===== src/rtl/ternary_pkg.sv =====
// rtl/ternary_pkg.sv - shared FSM type, widths and digit-sum helper for the ternary sampler
package ternary_pkg;

  localparam int COEF_W = 2;
  localparam int BYTE_W = 8;

  typedef enum logic [1:0] {IDLE, RUN, DRAIN, DONE} state_t;

  // Base-4 digit sum keeps the byte's residue mod 3 because 4 = 1 (mod 3).
  function automatic logic [3:0] digit_sum4(input logic [BYTE_W-1:0] b);
    return {2'b00, b[1:0]} + {2'b00, b[3:2]} + {2'b00, b[5:4]} + {2'b00, b[7:6]};
  endfunction

endpackage


===== src/rtl/mod3_lane_u8.sv =====
// rtl/mod3_lane_u8.sv - one lane: byte digit-sum (stage 1) then mod-3 coefficient (stage 2)
// Option TERNARY_SIGNED_EN: residue 2 is emitted as 2'b11 instead of 2'b10.
module mod3_lane_u8
  import ternary_pkg::*;
(
  input  logic              clk,
  input  logic              rst,
  input  logic              ld1,
  input  logic              ld2,
  input  logic              kill,
  input  logic [BYTE_W-1:0] data,
  output logic [COEF_W-1:0] coef
);

  logic [3:0]        dsum;
  logic [COEF_W-1:0] res;

  always_ff @(posedge clk or posedge rst) begin
    if (rst) begin
      dsum <= '0;
    end else if (ld1) begin
      dsum <= kill ? 4'd0 : digit_sum4(data);
    end
  end

  // dsum never exceeds 12, so codes 13..15 fall to the default.
  always_comb begin
    res = '0;
    case (dsum)
      4'd1, 4'd4, 4'd7, 4'd10: res = 2'b01;
`ifdef TERNARY_SIGNED_EN
      4'd2, 4'd5, 4'd8, 4'd11: res = 2'b11;
`else
      4'd2, 4'd5, 4'd8, 4'd11: res = 2'b10;
`endif
      default:                 res = 2'b00;
    endcase
  end

  always_ff @(posedge clk or posedge rst) begin
    if (rst) begin
      coef <= '0;
    end else if (ld2) begin
      coef <= res;
    end
  end

endmodule


===== src/rtl/ternary_sampler_stream.sv =====
// rtl/ternary_sampler_stream.sv - streaming LANES-wide mod-3 ternary sampler, N_COEF coefficients per run
// Option TERNARY_SIGNED_EN (in mod3_lane_u8): signed 00/01/11 coefficient encoding.
module ternary_sampler_stream
  import ternary_pkg::*;
#(
  parameter int LANES  = 4,
  parameter int N_COEF = 700
) (
  input  logic                      clk,
  input  logic                      rst,
  input  logic                      start,
  input  logic                      in_valid,
  output logic                      in_ready,
  input  logic [BYTE_W*LANES-1:0]   in_data,
  output logic                      out_valid,
  input  logic                      out_ready,
  output logic [COEF_W*LANES-1:0]   out_data,
  output logic                      out_last,
  output logic                      busy,
  output logic                      done
);

  localparam int CNT_W = $clog2(N_COEF + 1);
  localparam int BEATS = (N_COEF + LANES - 1) / LANES;
  localparam int REM   = N_COEF - (BEATS - 1) * LANES;

  state_t           state, state_nx;
  logic [CNT_W-1:0] cnt;
  logic             s1_valid, s1_last, s2_valid, s2_last;
  logic             en, accept, last_beat;

  assign en        = !s2_valid || out_ready;
  assign in_ready  = (state == RUN) && en;
  assign accept    = in_valid && in_ready;
  assign last_beat = (cnt == CNT_W'(BEATS - 1));
  assign busy      = (state == RUN) || (state == DRAIN);
  assign done      = (state == DONE);
  assign out_valid = s2_valid;
  assign out_last  = s2_valid && s2_last;

  always_ff @(posedge clk or posedge rst) begin
    if (rst) begin
      state <= IDLE;
      cnt   <= '0;
    end else begin
      state <= state_nx;
      if (state == IDLE && start) begin
        cnt <= '0;
      end else if (accept) begin
        cnt <= cnt + 1'b1;
      end
    end
  end

  always_comb begin
    state_nx = state;
    case (state)
      IDLE:  if (start) state_nx = RUN;
      RUN:   if (accept && last_beat) state_nx = DRAIN;
      DRAIN: if (out_valid && out_ready && out_last) state_nx = DONE;
      DONE:  state_nx = IDLE;
      default: state_nx = IDLE;
    endcase
  end

  // Valid/last travel beside the lane datapath and stall with it as one unit.
  always_ff @(posedge clk or posedge rst) begin
    if (rst) begin
      s1_valid <= 1'b0;
      s1_last  <= 1'b0;
      s2_valid <= 1'b0;
      s2_last  <= 1'b0;
    end else if (en) begin
      s1_valid <= accept;
      s1_last  <= accept && last_beat;
      s2_valid <= s1_valid;
      s2_last  <= s1_last;
    end
  end

  for (genvar k = 0; k < LANES; k++) begin : g_lane
    mod3_lane_u8 u_lane (
      .clk  (clk),
      .rst  (rst),
      .ld1  (accept),
      .ld2  (en && s1_valid),
      .kill (last_beat && (k >= REM)),
      .data (in_data[BYTE_W*k +: BYTE_W]),
      .coef (out_data[COEF_W*k +: COEF_W])
    );
  end

endmodule


===== config.mk =====
export PLATFORM = sky130hd
export DESIGN_NAME = ternary_sampler_stream
export DESIGN_NICKNAME = d
export VERILOG_FILES = /design/src/rtl/ternary_pkg.sv /design/src/rtl/mod3_lane_u8.sv /design/src/rtl/ternary_sampler_stream.sv
export SDC_FILE = /design/constraint.sdc
export NUM_CORES = 1
export LEC_CHECK = 0
export CELL_PAD_IN_SITES_DETAIL_PLACEMENT = 1
export CELL_PAD_IN_SITES_GLOBAL_PLACEMENT = 2
export CORE_ASPECT_RATIO = 0.9
export CORE_MARGIN = 10
export CORE_UTILIZATION = 32
export CTS_CLUSTER_SIZE = 40
export DETAILED_ROUTE_END_ITERATION = 12
export GPL_ROUTABILITY_DRIVEN = 0
export PLACE_DENSITY_LB_ADDON = 0.12
export SLEW_MARGIN = 25
export SYNTH_ARGS = -nofsm -noshare
export SYNTH_HDL_FRONTEND = slang
export SYNTH_SLANG_ARGS = --single-unit

===== constraint.sdc =====
create_clock -name clk -period 2.5 [get_ports clk]
set_input_delay 0.25 -clock clk [delete_from_list [all_inputs] [get_ports clk]]
set_output_delay 0.25 -clock clk [all_outputs]
set_load 0.02 [all_outputs]

# Word-level counts from Yosys, hierarchy flattened
# Memories as Yosys holds them, arrays and structs flattened. A register that Yosys moved wholly into a read port is not among the register bits.
# Index checks and enable logic that the tools add are counted.
# totals
ff_bits	32
mem_bits_ro	128
input_bits	37
word_cells	54
mem_count	4
# op_classes
n_addsub	13
n_eq_ne	7
muxes	6
reduce_logical	14
# memory_table
memory	words	word_bits	rd	rd_clocked_by_memory_dff	wr	line_no	rtl
(no name shown)	16	2	1	1	0	mod3_lane_u8.sv:29	case (dsum)
(no name shown)	16	2	1	1	0	mod3_lane_u8.sv:29	
(no name shown)	16	2	1	1	0	mod3_lane_u8.sv:29	
(no name shown)	16	2	1	1	0	mod3_lane_u8.sv:29	
# op_table
cell	count
$add 4x2->4	8
$mux 10	2
$add 2x2->3	4
$add 10x1->10 const B	1
$eq 10x8->1 const B	1
$logic_and 1x1->1	8
$pmux 2 s4	1
$mux 2	3
$eq 2x2->1 const B	2
$ne 2x1->1 const B	2
$reduce_and 3->1	1
$eq 2x1->1 const B	1
$logic_not 2->1	1
$logic_or 1x1->1	2
$ne 2x2->1 const B	1
$reduce_bool 2->1	1
$logic_not 1->1	1

# Longest topological paths before layout
# Gate-level depths: netlist (run 1).
# logic_depth
word_depth	7
ltp_mapped	9
ltp_nobuf	9

# By module
# Synthesis (run 1) repeated with hierarchy kept, for this count alone.
# hier_totals
cells_unflattened	266
hier_area_um2	2751.4
# by_module_without_submodules
mod	n_inst	cells_each	area_per_inst_um2	seq_area_each_um2
ternary_sampler_stream	1	101	996.0	400.4
mod3_lane_u8 at g_lane[0].u_lane ...	2	41	439.2	150.1
mod3_lane_u8 at g_lane[3].u_lane	1	41	441.7	150.1
mod3_lane_u8 at g_lane[2].u_lane	1	42	435.4	150.1

# Least setup slack after synthesis (run 1)
# No wires, ideal clock.
# synth_timing
path_kind	input to register
from	input in_data[16]
to	register g_lane[2].u_lane.dsum[3]
setup_time_ns	0.125
arrival_time_ns	2.236
required_time_ns	2.375
setup_slack_ns	0.139
cell_stages	8
path_buffers	0
path_cell_list	ha_1 -> fa_1 -> inv_1 -> fa_1 -> inv_1 -> ha_1 -> fa_1 -> mux2_2
# synth_between
elab_chain_len	3
# synth_rtl
element	line_no	rtl
start: declaration	ternary_sampler_stream.sv:14	input logic [BYTE_W*LANES-1:0] in_data,
$add 2x2->3	ternary_pkg.sv:11	return {2'b00, b[1:0]} + {2'b00, b[3:2]} + {2'b00, b[5:4]} + {2'b00, b[7:6]};
$add 4x2->4 (2 in a row)	ternary_pkg.sv:11	
end signal: assignment	mod3_lane_u8.sv:22	dsum <= kill ? 4'd0 : digit_sum4(data);
end: declaration	mod3_lane_u8.sv:15	logic [3:0] dsum;
# No other way between the ends.
# A chain may end at the register's enable or synchronous reset.

# Worst setup path in the final report (run 1)
# layout_timing
from	input in_data[1]
to	register g_lane[0].u_lane.dsum[2]
# layout_between
elab_chain_len	3
# layout_rtl
element	line_no
$add 2x2->3	ternary_pkg.sv:11
$add 4x2->4 (2 in a row)	ternary_pkg.sv:11
end signal: assignment	mod3_lane_u8.sv:22
end: declaration	mod3_lane_u8.sv:15
# No other way between the ends.

==> flow_summary.yaml, run 1 <==
critical_path:
  cp_top_family: "adder cells"
  crit_slowest_cell: "fa_2"
  path_class: "input port to flip-flop"
  path_buf_inv: 3
  cp-start-kind: "input port"
  cp_num_cells: 9
  path_max_fanout: 1
  cp.required_ns: 2.73
  cp_cell_sequence: "clkdlybuf4s50_1 -> inv_1 -> fa_1 -> fa_1 -> inv_1 -> ha_2 -> fa_2 -> nand2_1 -> o21ai_1"
  reg2reg_depth: 7
  cp.arrival_ns: 2.64
  crit_path_max_incr_delay_ns: 0.53
  end_kind: "flip-flop"
clock_tree:
  clk_pin_slew_ns: 0.08
  root_buffer: "clkbuf_8"
  clockBufferDepth: 2
  insertion_delay_ns: 0.30
  cts_setup_buffers: 0
  cts_tree: "built"
  htreeDepth: 2
  hold_buffers: 0
  cts_num_sinks: 40
  cts-buffers-inserted: 5
timing:
  skew_ns: 0.0107
  tightest_slew_ns: 0.542
  setup_viol: 0
  clock.fmax_mhz: 414
  period_share: 0.965
  max_slew_margin: 0.639
  period_needed_ns: 2.41
  hold_viol: 0
  setup_ws_ns: 0.0869
  rsz0062_at_grt: "no"
  final_max_slew_viol_count: 0
  whs_ns: 0.380
final_layout:
  stdcell_area_sq_um: 3320
  fill_cells: 869
  drive_above_1_share: 0.109
  diodes: 0
  final_nets: 387
  syn_to_final_growth_pct: 31.3
die:
  start_util: 0.332
  die_h_microns: 104
  ioPinCount: 50
  die_w_microns: 114
  num_rows: 30
  coreArea_sq_um: 7620
  die_area_sq_um: 11900
logic_synthesis:
  ys_top_cells_by_area: "dfrtp_1 40%, fa_1 13%, ha_1 11%"
  netlist-cell-type-count: 30
  synth_top_area_cell: "dfrtp_1"
  synthesis.nets: 332
  synthCells: 256
  synth-seq-area-share: 0.396
  synth_top_area_share: 0.396
  ys_ff_latch: 40
  avgSynthCellArea_sq_um: 9.88
  synth_area_sq_um: 2530
  ys.warnings.count: 0
grt:
  grt_pass1_wl_microns: 9840
  grt.total_usage: 0.0997
  globalRouteOverflowTotal: 0
  met2_usage: 0.157
  grt_max_degree: 41
  met1_usage: 0.127
  grt.busiest_layer: "met2"
  antenna_found_initial: 0
  grt_pass1_vias: 2070
  use_met3: 0.0340
power_and_ir_drop:
  p_per_area_nw_per_um2: 771
  p_leak_nw: 1.63
  ir_drop_uv: 278
  power_w: 0.00256
detailed_routing:
  drt-total-wl_microns: 5610
  wl_per_cell_microns: 13.7
  via_per_inst: 4.50
  vias: 1836
  first_pass_iters: 4
  final_antenna_net_count: 0
  drt-initial-drc-count: 25
  drc_errors: 0
placement:
  pre_cts_ws_ns: -0.413
  portBuffers: 49
  dp_hpwl_microns: 4370
  placed_area_sq_um: 3150
status:
  status: "completed"
job:
  cap_violations: 0
hold_path:
  hold_path.class: "input port to asynchronous set/reset pin"
-- kinds of logic (layout without fill, tap and decap cells) --
logic type	after synthesis	count (layout)	share of synthesized area
and+or+nand+nor	75	75	0.139
buffers and inverters	48	104	0.0747
DFF	40	40	0.396
adders and majority gates	39	39	0.240
AOI/OAI and AO/OA	35	35	0.0752
muxes	10	10	0.0435
xor gates and xnor gates	9	9	0.0312
-- placed cells by master (no fill, tap or decap), types with 3 or more instances in the layout --
cell type / n
a21oi_1: 8
a31oi_1: 4
and2_1: 3
buf_4: 5
clkbuf_8: 7
clkdlybuf4s50_1: 39
dfrtp_1: 40
dlygate4sd2_1: 4
dlymetal6s2s_1: 6
fa_1: 13
fa_2: 3
ha_1: 15
ha_2: 8
inv_1: 40
mux2_2: 3
mux2i_1: 5
nand2_1: 34
nand4_1: 3
nor2_1: 19
nor2b_1: 7
o21ai_0: 17
xnor2_1: 3
xor2_1: 6
-- metrics by stage --
step                instances  setup TNS [ns]  utilization
floorplan                 256               0            -
global placement          400           -2.42        0.413
detailed placement        400           -2.84        0.413
CTS                       408               0        0.433
global route              408               0        0.436
finish                    408               0        0.436
-- flip-flops by register name (all words and copies together), names as in the netlist --
name	flops
s1_last	1
g_lane.u_lane.coef	8
out_valid	1
state	2
cnt	10
g_lane.u_lane.dsum	16
s1_valid	1
s2_last	1
-- worst min-delay path: cells and delay by family --
| family | cells | cell delay [ns] |
|---|---|---|
| buffers and inverters | 3 | 0.89 |
-- final cells by class --
type                    instances  area (sq um)  share of cell area
clock buffers                   7          96.3              0.0290
clock inverters                 1          30.0             0.00905
inverters                      42           158              0.0475
multi-input cells             168          1380               0.415
flip-flops and latches         40          1000               0.302
well taps                      96           120              0.0362
repair buffers                 54           538               0.162
-- report_power, final --
part | total, W | switching [W] | internal [W]
Combinational | 0.000966 | 0.000502 | 0.000465
Clock | 0.000587 | 0.000235 | 0.000353
Sequential | 0.00101 | 0.000163 | 0.000843
-- cell usage after synthesis --
master	count
o21ai_0	20
nand2_1	34
xor2_1	6
nor3_4	1
inv_1	42
nor2b_1	7
dfrtp_1	40
and3_1	1
clkbuf_1	3
nand4_1	3
a31oi_1	4
nor2_1	20
buf_2	1
mux2i_1	5
buf_1	1
ha_1	23
nor4b_1	2
a21oi_1	8
and2_1	3
nand2b_1	2
buf_6	1
mux2_2	4
xnor2_1	3
a221o_1	1
fa_1	16
mux2_4	1
nor4_1	1
a211oi_1	1
a21o_1	1
and4_1	1
-- path summary, 6_finish.rpt --
kind	end	slack (ns)	from
min reg2reg	s2_last$_DFFE_PP0N_	0.47	s2_last$_DFFE_PP0N_
min	g_lane[0].u_lane.dsum[0]$_DFFE_PP0P_	0.38	rst
max in group asynchronous	state[1]$_DFFE_PP0P_	1.74	rst
min in group clk	s2_last$_DFFE_PP0N_	0.47	s2_last$_DFFE_PP0N_
max reg2reg	state[1]$_DFFE_PP0P_	0.27	state[1]$_DFFE_PP0P_
max	g_lane[0].u_lane.dsum[2]$_DFFE_PP0P_	0.09	in_data[1]
-- metal layers --
layer	up-vias	wire, microns
li1	918	-
met1	887	2690
met2	27	2610
met3	4	269
met4	0	34
met5	-	0
-- what timing repair did --
action                     in CTS  in global routing
setup endpoints to repair       6                  7
pin swaps                       8                 12
resized for setup              15                 13
Note: power is estimated with default switching activity, not from simulation.
==> inputs of run 2 (changes only) <==
- CELL_PAD_IN_SITES_DETAIL_PLACEMENT: 1 -> unset
- CELL_PAD_IN_SITES_GLOBAL_PLACEMENT: 2 -> unset
- CORE_UTILIZATION: 32 -> 47
- clock period: 2.5 -> 2.1 ns (I/O delays scaled with it)
==> run 2 against run 1 <==
- the run now ends with setup timing left
- sequential power is 19% higher
- worst hold slack got worse by 0.039 ns
- power rose by 17%
- clock-buffer cell count decreased by 2
- non-clock buffer count up 7
- sequential share of layout area down 0.66 points
- cell count down 5.4%
- clock skew down 0.0038 ns
- final area is 2.2% higher
- sequential cell count unchanged
- critical path depth up 1
- critical path type unchanged
==> flow_summary.yaml, run 2 (same netlist as run 1, synthesis figures left out) <==
final_layout:
  layout_commonest_cell: "dfrtp_1"
  mostFrequentLayoutCells: "40 x dfrtp_1, 35 x inv_1, 33 x clkdlybuf4s50_1"
  largest_registers: "g_lane.u_lane.dsum x16, cnt x10, g_lane.u_lane.coef x8"
  fin_cells: 386
  largest-register: "g_lane.u_lane.dsum"
  diodes: 0
  final_nets: 394
  stdcell_area_sq_um: 3390
  drive_above_1_share: 0.185
  syn_to_final_growth_pct: 34.2
  largest_reg_flops: 16
detailed_routing:
  final_antenna_net_count: 0
  drt-total-wl_microns: 5020
  drt-initial-drc-count: 50
  vias: 1847
  via_per_inst: 4.78
  drc_errors: 0
  first_pass_iters: 4
  wl_per_cell_microns: 13.0
grt:
  grt_pass1_vias: 2003
  grt.total_usage: 0.126
  globalRouteOverflowTotal: 0
  antenna_found_initial: 0
  grt_pass1_wl_microns: 9100
  grt_max_degree: 41
timing:
  hold_viol: 0
  skew_ns: 0.00685
  rsz0062_at_grt: "yes"
  tightest_slew_ns: 0.652
  setup_viol: 2
  period_needed_ns: 2.15
  max_slew_margin: 0.564
  period_share: 1.02
  final_max_slew_viol_count: 0
  clock.fmax_mhz: 465
  fin_setup_tns_ns: -0.0859
  setup_ws_ns: -0.0488
placement:
  dp_hpwl_microns: 3990
  pre_cts_ws_ns: -0.785
  dp_cells: 378
  portBuffers: 49
  placed_area_sq_um: 3250
critical_path:
  cp-endpoint: "g_lane[3].u_lane.dsum[2]$_DFFE_PP0P_"
  reg2reg_depth: 8
  path_max_fanout: 1
  cp.required_ns: 2.31
  path_class: "input port to flip-flop"
  r2r-end: "state[1]$_DFFE_PP0P_"
  crit_path_start: "in_data[26]"
  reg2reg_from: "state[1]$_DFFE_PP0P_"
  ff2ff_setup_slack_ns: 0.15
  cp.arrival_ns: 2.36
  cp-start-kind: "input port"
  end_kind: "flip-flop"
die:
  coreArea_sq_um: 5220
  start_util: 0.484
  die_w_microns: 97.3
  die_h_microns: 89.6
  die_area_sq_um: 8720
  ioPinCount: 50
  num_rows: 25
clock_tree:
  clk_pin_slew_ns: 0.08
  insertion_delay_ns: 0.29
  root_buffer: "clkbuf_8"
  cts_tree: "built"
  htreeDepth: 2
  cts-buffers-inserted: 5
  hold_buffers: 0
  cts_num_sinks: 40
  clockBufferDepth: 2
power_and_ir_drop:
  ir_drop_uv: 629
  p_leak_nw: 1.63
  p_per_area_nw_per_um2: 882
  power_w: 0.00299
status:
  status: "complete, but fails checks"
  violations: "setup timing"
job:
  cap_violations: 0
hold_path:
  hold_path.class: "input port to asynchronous set/reset pin"
-- run 2: critical path, stage by stage --
cell	delay, ns
buf_6	0.10
ha_4	0.14
fa_1	0.49
inv_2	0.04
fa_1	0.51
inv_1	0.05
ha_2	0.17
fa_2	0.52
nand2_1	0.04
o21ai_1	0.10
-- run 2: final cells by class --
class	instances	area (sq um)
clock buffer	5	68.8
clock inverter	3	42.5
fill	433	1830
inverter	42	158
multi-input combinational	168	1460
sequential	40	1000
tap	67	83.8
timing repair buffer	61	581
-- run 2: per-stage QoR --
step            util  hold slack [ns]
2_1_floorplan      -            0.428
3_5_place_dp   0.623            0.449
4_1_cts        0.644            0.353
6_report       0.650            0.341
3_3_place_gp   0.622            0.445
5_1_grt        0.650            0.379
-- run 2: power breakdown --
part	internal (W)	switching, W
clock	0.000352	0.000265
combinational	0.000584	0.000594
sequential	0.00100	0.000193
total	0.00194	0.00105
-- run 2: worst min-delay path by stage --
stage | start | to | slack [ns] | depth (start not counted)
after floorplan | rst | cnt[0]$_DFFE_PP0P_ | 0.43 | 1
after global placement | s2_last$_DFFE_PP0N_ | s2_last$_DFFE_PP0N_ | 0.44 | 2
after detailed placement | s2_last$_DFFE_PP0N_ | s2_last$_DFFE_PP0N_ | 0.45 | 2
after CTS | rst | g_lane[2].u_lane.dsum[1]$_DFFE_PP0P_ | 0.35 | 3
after global routing | rst | cnt[8]$_DFFE_PP0P_ | 0.38 | 3
final | rst | state[1]$_DFFE_PP0P_ | 0.34 | 3
-- run 2: timing repair --
action,4_1_cts,5_1_grt
setup endpoints to repair,12,8
pin swaps,15,4
buffers inserted,0,0
cloned,0,0
resized for setup,61,9
-- run 2: layer usage --
layer | GRT usage | share of wire | vias up
met5 | 0 | 0 | -
met4 | 0.0277 | 0.0044 | 0
met3 | 0.0360 | 0.046 | 4
met2 | 0.223 | 0.51 | 31
met1 | 0.150 | 0.44 | 883
li1 | - | - | 929
==> inputs of run 3 (changes only) <==
- CELL_PAD_IN_SITES_DETAIL_PLACEMENT: unset -> 1
- CELL_PAD_IN_SITES_GLOBAL_PLACEMENT: unset -> 1
- CORE_UTILIZATION: 47 -> 36
==> run 3 against run 2 <==
- critical endpoint unchanged
- via count up 4.3%
- final area up 1.8%
- first-iteration DRC count down 44%
- setup slack better by 0.054 ns
- the run now ends clean
- combinational power about the same
- core utilization down 13 points
- sequential share of layout area down 0.51 points
- clock power down 15%
- global-route usage down 1.3 points
==> flow_summary.yaml, run 3 (same netlist as run 1, synthesis figures left out) <==
status:
  status: "completed"
detailed_routing:
  via_per_inst: 4.64
  drt-total-wl_microns: 5700
  drc_errors: 0
  wl_per_cell_microns: 13.7
  vias: 1926
  final_antenna_net_count: 0
  first_pass_iters: 4
  drt-initial-drc-count: 28
die:
  num_rows: 28
  die_w_microns: 108
  ioPinCount: 50
  die_h_microns: 99.5
  die_area_sq_um: 10800
  start_util: 0.378
  coreArea_sq_um: 6690
clock_tree:
  cts_num_sinks: 40
  htreeDepth: 2
  hold_buffers: 0
  clockBufferDepth: 2
  cts_tree: "built"
  root_buffer: "clkbuf_8"
  clk_pin_slew_ns: 0.08
  cts-buffers-inserted: 5
  insertion_delay_ns: 0.29
critical_path:
  reg2reg_from: "out_valid$_DFFE_PP0N_"
  cp.required_ns: 2.32
  cp_cell_sequence: "buf_6 -> ha_4 -> fa_1 -> inv_1 -> fa_1 -> inv_2 -> ha_4 -> fa_2 -> nand2_1 -> o21ai_1"
  cp-start-kind: "input port"
  reg2reg_depth: 6
  path_class: "input port to flip-flop"
  ff2ff_setup_slack_ns: 0.18
  end_kind: "flip-flop"
  r2r-end: "state[1]$_DFFE_PP0P_"
  crit_slowest_cell: "fa_2"
  path_max_fanout: 1
  cp.arrival_ns: 2.32
  crit_path_max_incr_delay_ns: 0.52
timing:
  period_share: 0.998
  tightest_slew_ns: 0.641
  period_needed_ns: 2.10
  clock.fmax_mhz: 477
  whs_ns: 0.263
  hold_viol: 0
  final_max_slew_viol_count: 0
  setup_viol: 0
  max_slew_margin: 0.572
  rsz0062_at_grt: "yes"
  skew_ns: 0.00716
grt:
  globalRouteOverflowTotal: 0
  grt_pass1_wl_microns: 9940
  grt_pass1_vias: 2162
  grt.total_usage: 0.112
  antenna_found_initial: 0
  grt_max_degree: 41
power_and_ir_drop:
  ir_drop_uv: 354
  p_per_area_nw_per_um2: 853
  p_leak_nw: 1.65
hold_path:
  hold_path.class: "input port to asynchronous set/reset pin"
final_layout:
  largest_registers: "g_lane.u_lane.dsum x16, cnt x10, g_lane.u_lane.coef x8"
  postLayoutCoreUtil: 0.516
  layout_commonest_cell: "dfrtp_1"
  largest_reg_flops: 16
  mostFrequentLayoutCells: "40 x dfrtp_1, 34 x inv_1, 33 x nand2_1"
  largest-register: "g_lane.u_lane.dsum"
  syn_to_final_growth_pct: 36.6
  diodes: 0
  drive_above_1_share: 0.197
  fill_cells: 740
  final_nets: 400
placement:
  portBuffers: 49
  dp_hpwl_microns: 4560
job:
  cap_violations: 0
## run 3: changes by cell type in the layout (fill, tap and decap cells not counted), sizes merged
cell           before  now
clkbuf              5   10
clkdlybuf4s50      33   32
dlymetal6s2s        0    1
clkdlybuf4s15       6    5
bufinv              1    0
clkinvlp            1    0
clkinv              1    0
buf                22   27
## run 3: how the worst max path moves through the flow
| stage | from | to | slack, ns | cells past startpoint |
|---|---|---|---|---|
| after floorplan | in_data[0] | g_lane[0].u_lane.dsum[3]$_DFFE_PP0P_ | -0.13 | 8 |
| after global placement | in_data[0] | g_lane[0].u_lane.dsum[2]$_DFFE_PP0P_ | -0.75 | 10 |
| after detailed placement | in_data[0] | g_lane[0].u_lane.dsum[2]$_DFFE_PP0P_ | -0.78 | 10 |
| after CTS | in_data[18] | g_lane[2].u_lane.dsum[3]$_DFFE_PP0P_ | -0.07 | 9 |
| after global routing | in_data[26] | g_lane[3].u_lane.dsum[2]$_DFFE_PP0P_ | -0.07 | 10 |
| final | in_data[26] | g_lane[3].u_lane.dsum[2]$_DFFE_PP0P_ | 0.005 | 10 |
## run 3: per-stage QoR
stage          TNS [ns]  power (W)  area [sq um]  cells  setup WS, ns
2_1_floorplan    -0.998    0.00194          2610    256        -0.128
3_3_place_gp      -7.32    0.00237          3330    406        -0.747
3_5_place_dp      -7.32    0.00245          3330    406        -0.783
4_1_cts          -0.190    0.00299          3400    414       -0.0679
5_1_grt          -0.257    0.00322          3450    415       -0.0742
6_report              0    0.00294          3450    415       0.00480
## run 3: critical path, delay by kind of cell
kind                       cells  cell delay (ns)
adders and majority gates      5             1.78
buffers and inverters          3             0.20
AOI/OAI and AO/OA              1             0.09
and+or+nand+nor                1             0.04
## run 3: area by class of cell
cell class / count / area, sq um / area share
multi-input cells: 168 / 1460 / 0.422
flip-flops and latches: 40 / 1000 / 0.290
repair buffers: 67 / 636 / 0.184
inverters: 42 / 158 / 0.0457
well taps: 90 / 113 / 0.0326
clock buffers: 8 / 90.1 / 0.0261
## run 3: where the power goes
part / internal, W / switching, W / leakage (nW) / total (W)
Combinational: 0.000593 / 0.000616 / 1.10 / 0.00121
Clock: 0.000268 / 0.000258 / 0.0455 / 0.000526
Sequential: 0.00100 / 0.000206 / 0.503 / 0.00121
Total: 0.00186 / 0.00108 / 1.65 / 0.00294
## run 3: layer usage
metal | routed length, microns | GRT usage
met4 | 86 | 0.0395
met3 | 255 | 0.0303
met2 | 2760 | 0.184
met5 | 0 | 0
met1 | 2600 | 0.139
## run 3: timing repair
item	CTS	global route
gates resized for setup	48	23
buffers inserted	0	2
cloned	0	0
endpoints found under the setup margin	13	9
pin swaps	14	7
